[src/rtl/voice_pkg.sv]
// Shared types for the voice path: waveform mode encoding and conversion FSM states.
package voice_pkg;

  typedef enum logic [1:0] {
    OFF      = 2'd0,
    SQUARE   = 2'd1,
    SAW      = 2'd2,
    TRIANGLE = 2'd3
  } mode_e;

  typedef enum logic [1:0] {
    IDLE   = 2'd0,
    DIVIDE = 2'd1,
    SHAPE  = 2'd2
  } state_e;

endpackage

[src/rtl/voice_div.sv]
// Restoring divider producing floor(dividend*2^SAMPLE_W / divisor), one quotient bit per cycle.
// The first bit is resolved on the start edge, so done_o pulses in the SAMPLE_W-th busy cycle.
module voice_div #(
  parameter int DIV_W    = 19,
  parameter int SAMPLE_W = 8
) (
  input  logic                clk,
  input  logic                n_rst,
  input  logic                start_i,
  input  logic                abort_i,
  input  logic [DIV_W-1:0]    dividend_i,
  input  logic [DIV_W-1:0]    divisor_i,
  output logic [SAMPLE_W-1:0] quotient_o,
  output logic                done_o
);

  localparam int CNT_W = $clog2(SAMPLE_W + 1);

  logic [DIV_W-1:0]    rem_q, rem_d;
  logic [DIV_W-1:0]    dvs_q, dvs_d;
  logic [SAMPLE_W-1:0] quo_q, quo_d;
  logic [CNT_W-1:0]    left_q, left_d;
  logic                done_q, done_d;
  logic                zero_q, zero_d;
  logic                sat_q, sat_d;
  logic [DIV_W:0]      step_s;

  // One restoring step: returns {quotient bit, new remainder}.
  function automatic logic [DIV_W:0] div_step(input logic [DIV_W-1:0] rem,
                                              input logic [DIV_W-1:0] dvs);
    logic [DIV_W:0] shifted;
    logic [DIV_W:0] trial;
    shifted = {rem, 1'b0};
    trial   = shifted - {1'b0, dvs};
    if (shifted >= {1'b0, dvs}) begin
      div_step = {1'b1, DIV_W'(trial)};
    end else begin
      div_step = {1'b0, DIV_W'(shifted)};
    end
  endfunction

  // Next-state logic: load and first step on start, then one step per cycle.
  always_comb begin
    rem_d  = rem_q;
    dvs_d  = dvs_q;
    quo_d  = quo_q;
    left_d = left_q;
    zero_d = zero_q;
    sat_d  = sat_q;
    done_d = 1'b0;
    if (start_i) begin
      step_s = div_step(dividend_i, divisor_i);
    end else begin
      step_s = div_step(rem_q, dvs_q);
    end
    if (abort_i) begin
      left_d = '0;
    end else if (start_i) begin
      rem_d  = DIV_W'(step_s);
      dvs_d  = divisor_i;
      quo_d  = {{(SAMPLE_W-1){1'b0}}, step_s[DIV_W]};
      zero_d = (divisor_i == '0);
      sat_d  = (dividend_i >= divisor_i);
      left_d = CNT_W'(SAMPLE_W - 1);
      done_d = (SAMPLE_W == 1);
    end else if (left_q != '0) begin
      rem_d  = DIV_W'(step_s);
      quo_d  = {quo_q[SAMPLE_W-2:0], step_s[DIV_W]};
      left_d = left_q - CNT_W'(1);
      done_d = (left_q == CNT_W'(1));
    end else begin
      left_d = '0;
    end
  end

  // Divider state registers.
  always_ff @(posedge clk or negedge n_rst) begin
    if (!n_rst) begin
      rem_q  <= '0;
      dvs_q  <= '0;
      quo_q  <= '0;
      left_q <= '0;
      done_q <= 1'b0;
      zero_q <= 1'b0;
      sat_q  <= 1'b0;
    end else begin
      rem_q  <= rem_d;
      dvs_q  <= dvs_d;
      quo_q  <= quo_d;
      left_q <= left_d;
      done_q <= done_d;
      zero_q <= zero_d;
      sat_q  <= sat_d;
    end
  end

  assign quotient_o = zero_q ? '0 : (sat_q ? '1 : quo_q);
  assign done_o     = done_q;

endmodule

[src/rtl/voice_path.sv]
// One synthesiser voice: free-running oscillator, sampled on request, divided to a
// phase fraction, shaped into a waveform and scaled by volume.
module voice_path
  import voice_pkg::*;
#(
  parameter int DIV_W    = 19,
  parameter int SAMPLE_W = 8,
  parameter int VOL_W    = 4
) (
  input  logic                clk,
  input  logic                n_rst,
  input  logic                enable,
  input  logic                sample_now,
  input  logic [1:0]          mode,
  input  logic [DIV_W-1:0]    divisor,
  input  logic [VOL_W-1:0]    volume,
  output logic [SAMPLE_W-1:0] sample,
  output logic                done,
  output logic                busy
);

  localparam int PROD_W = SAMPLE_W + VOL_W + 1;

  state_e              state_q, state_d;
  logic [DIV_W-1:0]    count_q, count_d;
  mode_e               mode_q, mode_d;
  logic [VOL_W-1:0]    vol_q, vol_d;
  logic [SAMPLE_W-1:0] sample_q, sample_d;
  logic                done_q, done_d;
  logic                busy_q, busy_d;
  logic                start_s, abort_s, fire_s, div_done_s;
  logic [SAMPLE_W-1:0] div_quot_s;

  function automatic logic [SAMPLE_W-1:0] shape_wave(input mode_e m,
                                                     input logic [SAMPLE_W-1:0] q);
    logic [SAMPLE_W-1:0] inv;
    inv = ~q;
    case (m)
      OFF:      shape_wave = '0;
      SQUARE:   shape_wave = q[SAMPLE_W-1] ? '0 : '1;
      SAW:      shape_wave = q;
      TRIANGLE: shape_wave = q[SAMPLE_W-1] ? SAMPLE_W'({inv, 1'b1}) : SAMPLE_W'({q, 1'b0});
      default:  shape_wave = '0;
    endcase
  endfunction

  // Full volume multiplies by 2^VOL_W, so the top code passes the sample through unchanged.
  function automatic logic [SAMPLE_W-1:0] scale_vol(input logic [SAMPLE_W-1:0] shaped,
                                                    input logic [VOL_W-1:0] vol);
    logic [PROD_W-1:0] prod;
    prod = PROD_W'(shaped) * (PROD_W'(vol) + PROD_W'(1));
    if (vol == '0) begin
      scale_vol = '0;
    end else begin
      scale_vol = SAMPLE_W'(prod >> VOL_W);
    end
  endfunction

  // Oscillator next count; a shrunken divisor wraps immediately.
  always_comb begin
    count_d = count_q;
    if (!enable) begin
      count_d = '0;
    end else if (divisor <= DIV_W'(1)) begin
      count_d = '0;
    end else if (count_q >= divisor - DIV_W'(1)) begin
      count_d = '0;
    end else begin
      count_d = count_q + DIV_W'(1);
    end
  end

  // FSM state register.
  always_ff @(posedge clk or negedge n_rst) begin
    if (!n_rst) begin
      state_q <= IDLE;
    end else begin
      state_q <= state_d;
    end
  end

  // FSM next-state logic.
  always_comb begin
    state_d = state_q;
    case (state_q)
      IDLE:    state_d = (enable && sample_now) ? DIVIDE : IDLE;
      DIVIDE: begin
        if (!enable) begin
          state_d = IDLE;
        end else if (div_done_s) begin
          state_d = SHAPE;
        end else begin
          state_d = DIVIDE;
        end
      end
      SHAPE:   state_d = IDLE;
      default: state_d = IDLE;
    endcase
  end

  // FSM outputs: divider start/abort and the sample-update strobe.
  always_comb begin
    start_s = 1'b0;
    abort_s = 1'b0;
    fire_s  = 1'b0;
    case (state_q)
      IDLE:    start_s = enable & sample_now;
      DIVIDE:  abort_s = ~enable;
      SHAPE: begin
        abort_s = ~enable;
        fire_s  = enable;
      end
      default: abort_s = 1'b1;
    endcase
  end

  voice_div #(
    .DIV_W    (DIV_W),
    .SAMPLE_W (SAMPLE_W)
  ) u_div (
    .clk        (clk),
    .n_rst      (n_rst),
    .start_i    (start_s),
    .abort_i    (abort_s),
    .dividend_i (count_q),
    .divisor_i  (divisor),
    .quotient_o (div_quot_s),
    .done_o     (div_done_s)
  );

  // Conversion parameters are frozen at capture; sample only moves on a completed conversion.
  always_comb begin
    mode_d = mode_q;
    vol_d  = vol_q;
    if (start_s) begin
      mode_d = mode_e'(mode);
      vol_d  = volume;
    end else begin
      mode_d = mode_q;
    end
    if (fire_s) begin
      sample_d = scale_vol(shape_wave(mode_q, div_quot_s), vol_q);
    end else begin
      sample_d = sample_q;
    end
    done_d = fire_s;
    busy_d = (state_d != IDLE);
  end

  // Oscillator and output registers.
  always_ff @(posedge clk or negedge n_rst) begin
    if (!n_rst) begin
      count_q  <= '0;
      mode_q   <= OFF;
      vol_q    <= '0;
      sample_q <= '0;
      done_q   <= 1'b0;
      busy_q   <= 1'b0;
    end else begin
      count_q  <= count_d;
      mode_q   <= mode_d;
      vol_q    <= vol_d;
      sample_q <= sample_d;
      done_q   <= done_d;
      busy_q   <= busy_d;
    end
  end

  assign sample = sample_q;
  assign done   = done_q;
  assign busy   = busy_q;

endmodule

[config.mk]
export PLATFORM = sky130hd
export DESIGN_NAME = voice_path
export DESIGN_NICKNAME = d
export VERILOG_FILES = /design/src/rtl/voice_pkg.sv /design/src/rtl/voice_div.sv /design/src/rtl/voice_path.sv
export SDC_FILE = /design/constraint.sdc
export NUM_CORES = 1
export LEC_CHECK = 0
export ABC_AREA = 1
export CAP_MARGIN = 5
export CELL_PAD_IN_SITES_DETAIL_PLACEMENT = 1
export CELL_PAD_IN_SITES_GLOBAL_PLACEMENT = 2
export CORE_MARGIN = 3
export CORE_UTILIZATION = 38
export DETAILED_ROUTE_END_ITERATION = 12
export PLACE_DENSITY = 0.88
export SLEW_MARGIN = 20
export SYNTH_ARGS = -nofsm -noshare
export SYNTH_HDL_FRONTEND = slang
export SYNTH_SLANG_ARGS = --single-unit
[constraint.sdc]
create_clock -name clk -period 9.21 [get_ports clk]
set_input_delay 2.3025 -clock clk [delete_from_list [all_inputs] [get_ports clk]]
set_output_delay 2.3025 -clock clk [all_outputs]
set_load 0.01 [all_outputs]
==> metrics.md <==
| Metric | Value |
|---|---|
| Die height | `163 microns` |
| DR WL/cell | `approximately 18 microns` |
| Cell area after synthesis | `0.00933 sq mm` |
| Ant. Diodes | `0` |
| Hold path cells | `2` |
| Post-CTS Setup Inserts | `0` |
| Top FF cell, synth | `dfrtp_1` |
| CTS sink cnt | `90` |
| Arrival time worst endpoint | `~6.5 ns` |
| Worst slew pin tran | `0.887 ns` |
| I/O pin total | `39` |
| Internal | `between 1 and 1.5 mW` |
| # resized after CTS | `0` |
| YS warnings | `0` |
| Design Area, Final | `0.0104 sq mm` |
| Die area | `between 0.02 and 0.03 sq mm` |
| Worst min-delay path class | `reg2reg` |
| Clock buffer depth | `2` |
| Clock Tree Root | `clkbuf_16` |
| DR vias | `9249` |
| Cell taking the most area after synthesis | `dfrtp_1` |
| Startpoint types | `input port` |
| Dpl cells | `1725` |
| Relative slew margins | `40.5%` |
| Antenna-violating nets left | `0` |
| P&R area growth vs syn | `11.2%` |
| Core Box Area | `0.0238 sq mm` |
| Final Skew | `0.00898 ns` |
| Layout Nets | `~1600` |
| Initial antenna violation count | `1` |
| Total wire length | `31600 microns` |
| PwrDens | `between 200 and 300 mW/mm^2` |
| Port Buf Inserts | `38` |
| Synth Register Bits | `90` |
| Maxcap violations | `0` |
| Worst setup EP type | `flip-flop` |
| Layout cells sized above 1 | `3.73%` |
| Number of synthesized flops with an enable pin | `0` |
| Synth Instances | `1386` |
| Final setup TNS | `0 ns` |
| Gpl congestion | `0.906` |
| DR vias/cell | `5.31` |
| Run status | `complete, no violations` |
| Total GRT Usage | `24.6%` |
| Most frequent cells after synthesis | `336 x nand2_1, 189 x inv_1, 166 x nor2_1` |
| CTS tree | `done` |
| DP Area | `roughly 0.010 sq mm` |
| CTS Hold Buffers Added | `0` |
| Number of buffers created by CTS | `9` |
| Setup Viol. Count Final | `0` |
| Minimum clock period | `~6.2 ns` |
| FF-to-FF path depth | `16` |
| DRT Pass-1 Iters | `4` |
| Most numerous cell in the Yosys netlist | `nand2_1` |
| Post-synth net total | `1536` |
| Req. time, crit path | `between 9 and 10 ns` |
| Combinational share of power | `62.7%` |
| FF-to-FF setup slack | `4.25 ns` |
| H-tree levels | `3` |
| Critical path type | `in2reg` |
| Die width | `163 microns` |
| VDD IR max | `~0.00013 V` |
| Fin. Hold Viols | `0` |
| CTS clk-pin slew, worst paths | `0.07 ns` |
| Hold Path Sink | `u_div.dvs_q[2]` |
| DRC Markers | `0` |
| P_sw | `about 1.4 mW` |
| Unrepaired setup endpoints after global routing | `false` |
| Slew Limit Fails | `0` |
| FFs w/ async S/R, synth | `100%` |
| Clock Latency Late Sink | `0.36 ns` |
| GR Overflow Total | `0` |
| Vias in the first global route | `about 9700` |
| Syn avg cell area | `6.73 sq um` |
| Initial DRC Count | `428` |
| Seq pwr share | `21.4%` |
| Maximum fanout along the worst path | `19` |
| Achievable clock frequency | `160 MHz` |
| Cell Rows | `56` |
| Final cell count without fillers | `1741` |
| Worst R2R End | `sample[7]` |
| Initial core utilization | `39.1%` |
| First-pass GRT wire length | `51700 microns` |
| HP Start | `u_div.dvs_q[2]` |
| Synth cell types | `46` |
| Clock power frac | `15.9%` |
| Total power | `2.77 mW` |
| Switching share of power | `50.5%` |
| Register area share after synthesis | `24.1%` |
| Synth top area cells | `dfrtp_1 24%, ha_1 14%, nand2_1 14%` |
| Leak | `5.29 nW` |
| Final period util | `about two thirds` |
| Dpl hpwl | `25600 microns` |
| R2R Path Start | `u_div.zero_q` |
| Pin count of the biggest net entering global routing | `72` |
| Synth top area share | `24.1%` |
## cells by family after synthesis
group | after synthesis | share of synthesized area (%)
AND/OR/NAND/NOR | 696 | 32.1
AO/OA/AOI/OAI | 216 | 12.5
buffers and inverters | 216 | 9.15
adder cells (fa/ha/maj) | 121 | 17.7
flip-flops | 90 | 24.1
XOR/XNOR | 47 | 4.41
## placed cells by master (no fill, tap or decap), types with 37 or more instances in the layout
| master | n |
|---|---|
| nand2_1 | 336 |
| inv_1 | 189 |
| nor2_1 | 166 |
| ha_1 | 103 |
| nand3_1 | 97 |
| o21ai_0 | 93 |
| dfrtp_1 | 90 |
| a21oi_1 | 87 |
| nand4_1 | 39 |
| clkdlybuf4s50_1 | 37 |
## cell type report
type | count | area, sq um
Multi-Input combinational cell | 1080 | 6240
Timing Repair Buffer | 43 | 415
Fill cell | 3180 | 13400
Clock buffer | 10 | 229
Sequential cell | 90 | 2250
Clock inverter | 6 | 114
Inverter | 193 | 727
Tap cell | 319 | 399
## how the worst max path moves through the flow
stage,startpoint,depth (start not counted),endpoint
3_3_place_gp,divisor[0],15,count_q[13]
3_5_place_dp,divisor[0],15,count_q[17]
5_1_grt,divisor[0],15,count_q[17]
2_1_floorplan,divisor[0],15,count_q[0]
6_report,divisor[0],15,count_q[17]
4_1_cts,divisor[0],15,count_q[17]
## worst max-delay path, stage by stage
cell and delay (ns):
clkdlybuf4s50_1 0.59, inv_1 0.29, ha_1 0.23, inv_1 0.06, nor3_1 0.44, nand3_1 0.20
nor3_1 0.27, nand2_1 0.11, xor2_1 0.16, ha_1 0.32, a21oi_1 0.14, o21ai_0 0.10
a21oi_1 0.16, nand4_1 0.69, nor3_1 0.42
## power by group through the flow
| stage | sequential (mW) | clock [mW] | combinational (mW) |
|---|---|---|---|
| 4_1_cts | 0.596 | 0.449 | 1.76 |
| 6_report | 0.594 | 0.441 | 1.74 |
| 5_1_grt | 0.613 | 0.465 | 2.01 |
| 3_5_place_dp | 0.601 | 0 | 1.74 |
| 2_1_floorplan | 0.580 | 0 | 1.29 |
| 3_3_place_gp | 0.598 | 0 | 1.70 |
## registers in the layout (all words and copies together) (netlist names)
register and count:
done 1, u_div.dvs_q 19, u_div.zero_q 1, u_div.quo_q 8, u_div.left_q 4, mode_q 2, vol_q 4, sample 8
u_div.sat_q 1, state_q 2, busy 1, u_div.rem_q 19, u_div.done_o 1, count_q 19
## layer usage
metal / global-route usage (%) / vias to the layer above / wire length [microns]
met1: 33.7 / 4427 / 15200
met2: 40.4 / 155 / 14500
met4: 7.80 / 2 / 834
li1: - / 4613 / -
met3: 3.13 / 52 / 1100
met5: 0 / - / 12
## per-stage QoR
step / hold slack, ns / utilization (%) / worst slack, ns
floorplan: 0.432 / - / 4.19
global placement: 0.464 / 42.1 / 2.85
detailed placement: 0.461 / 42.1 / 2.63
CTS: 0.488 / 43.5 / 2.96
global route: 0.512 / 43.5 / 2.53
finish: 0.486 / 43.5 / 2.98
Power figures use the tool's default switching activity.
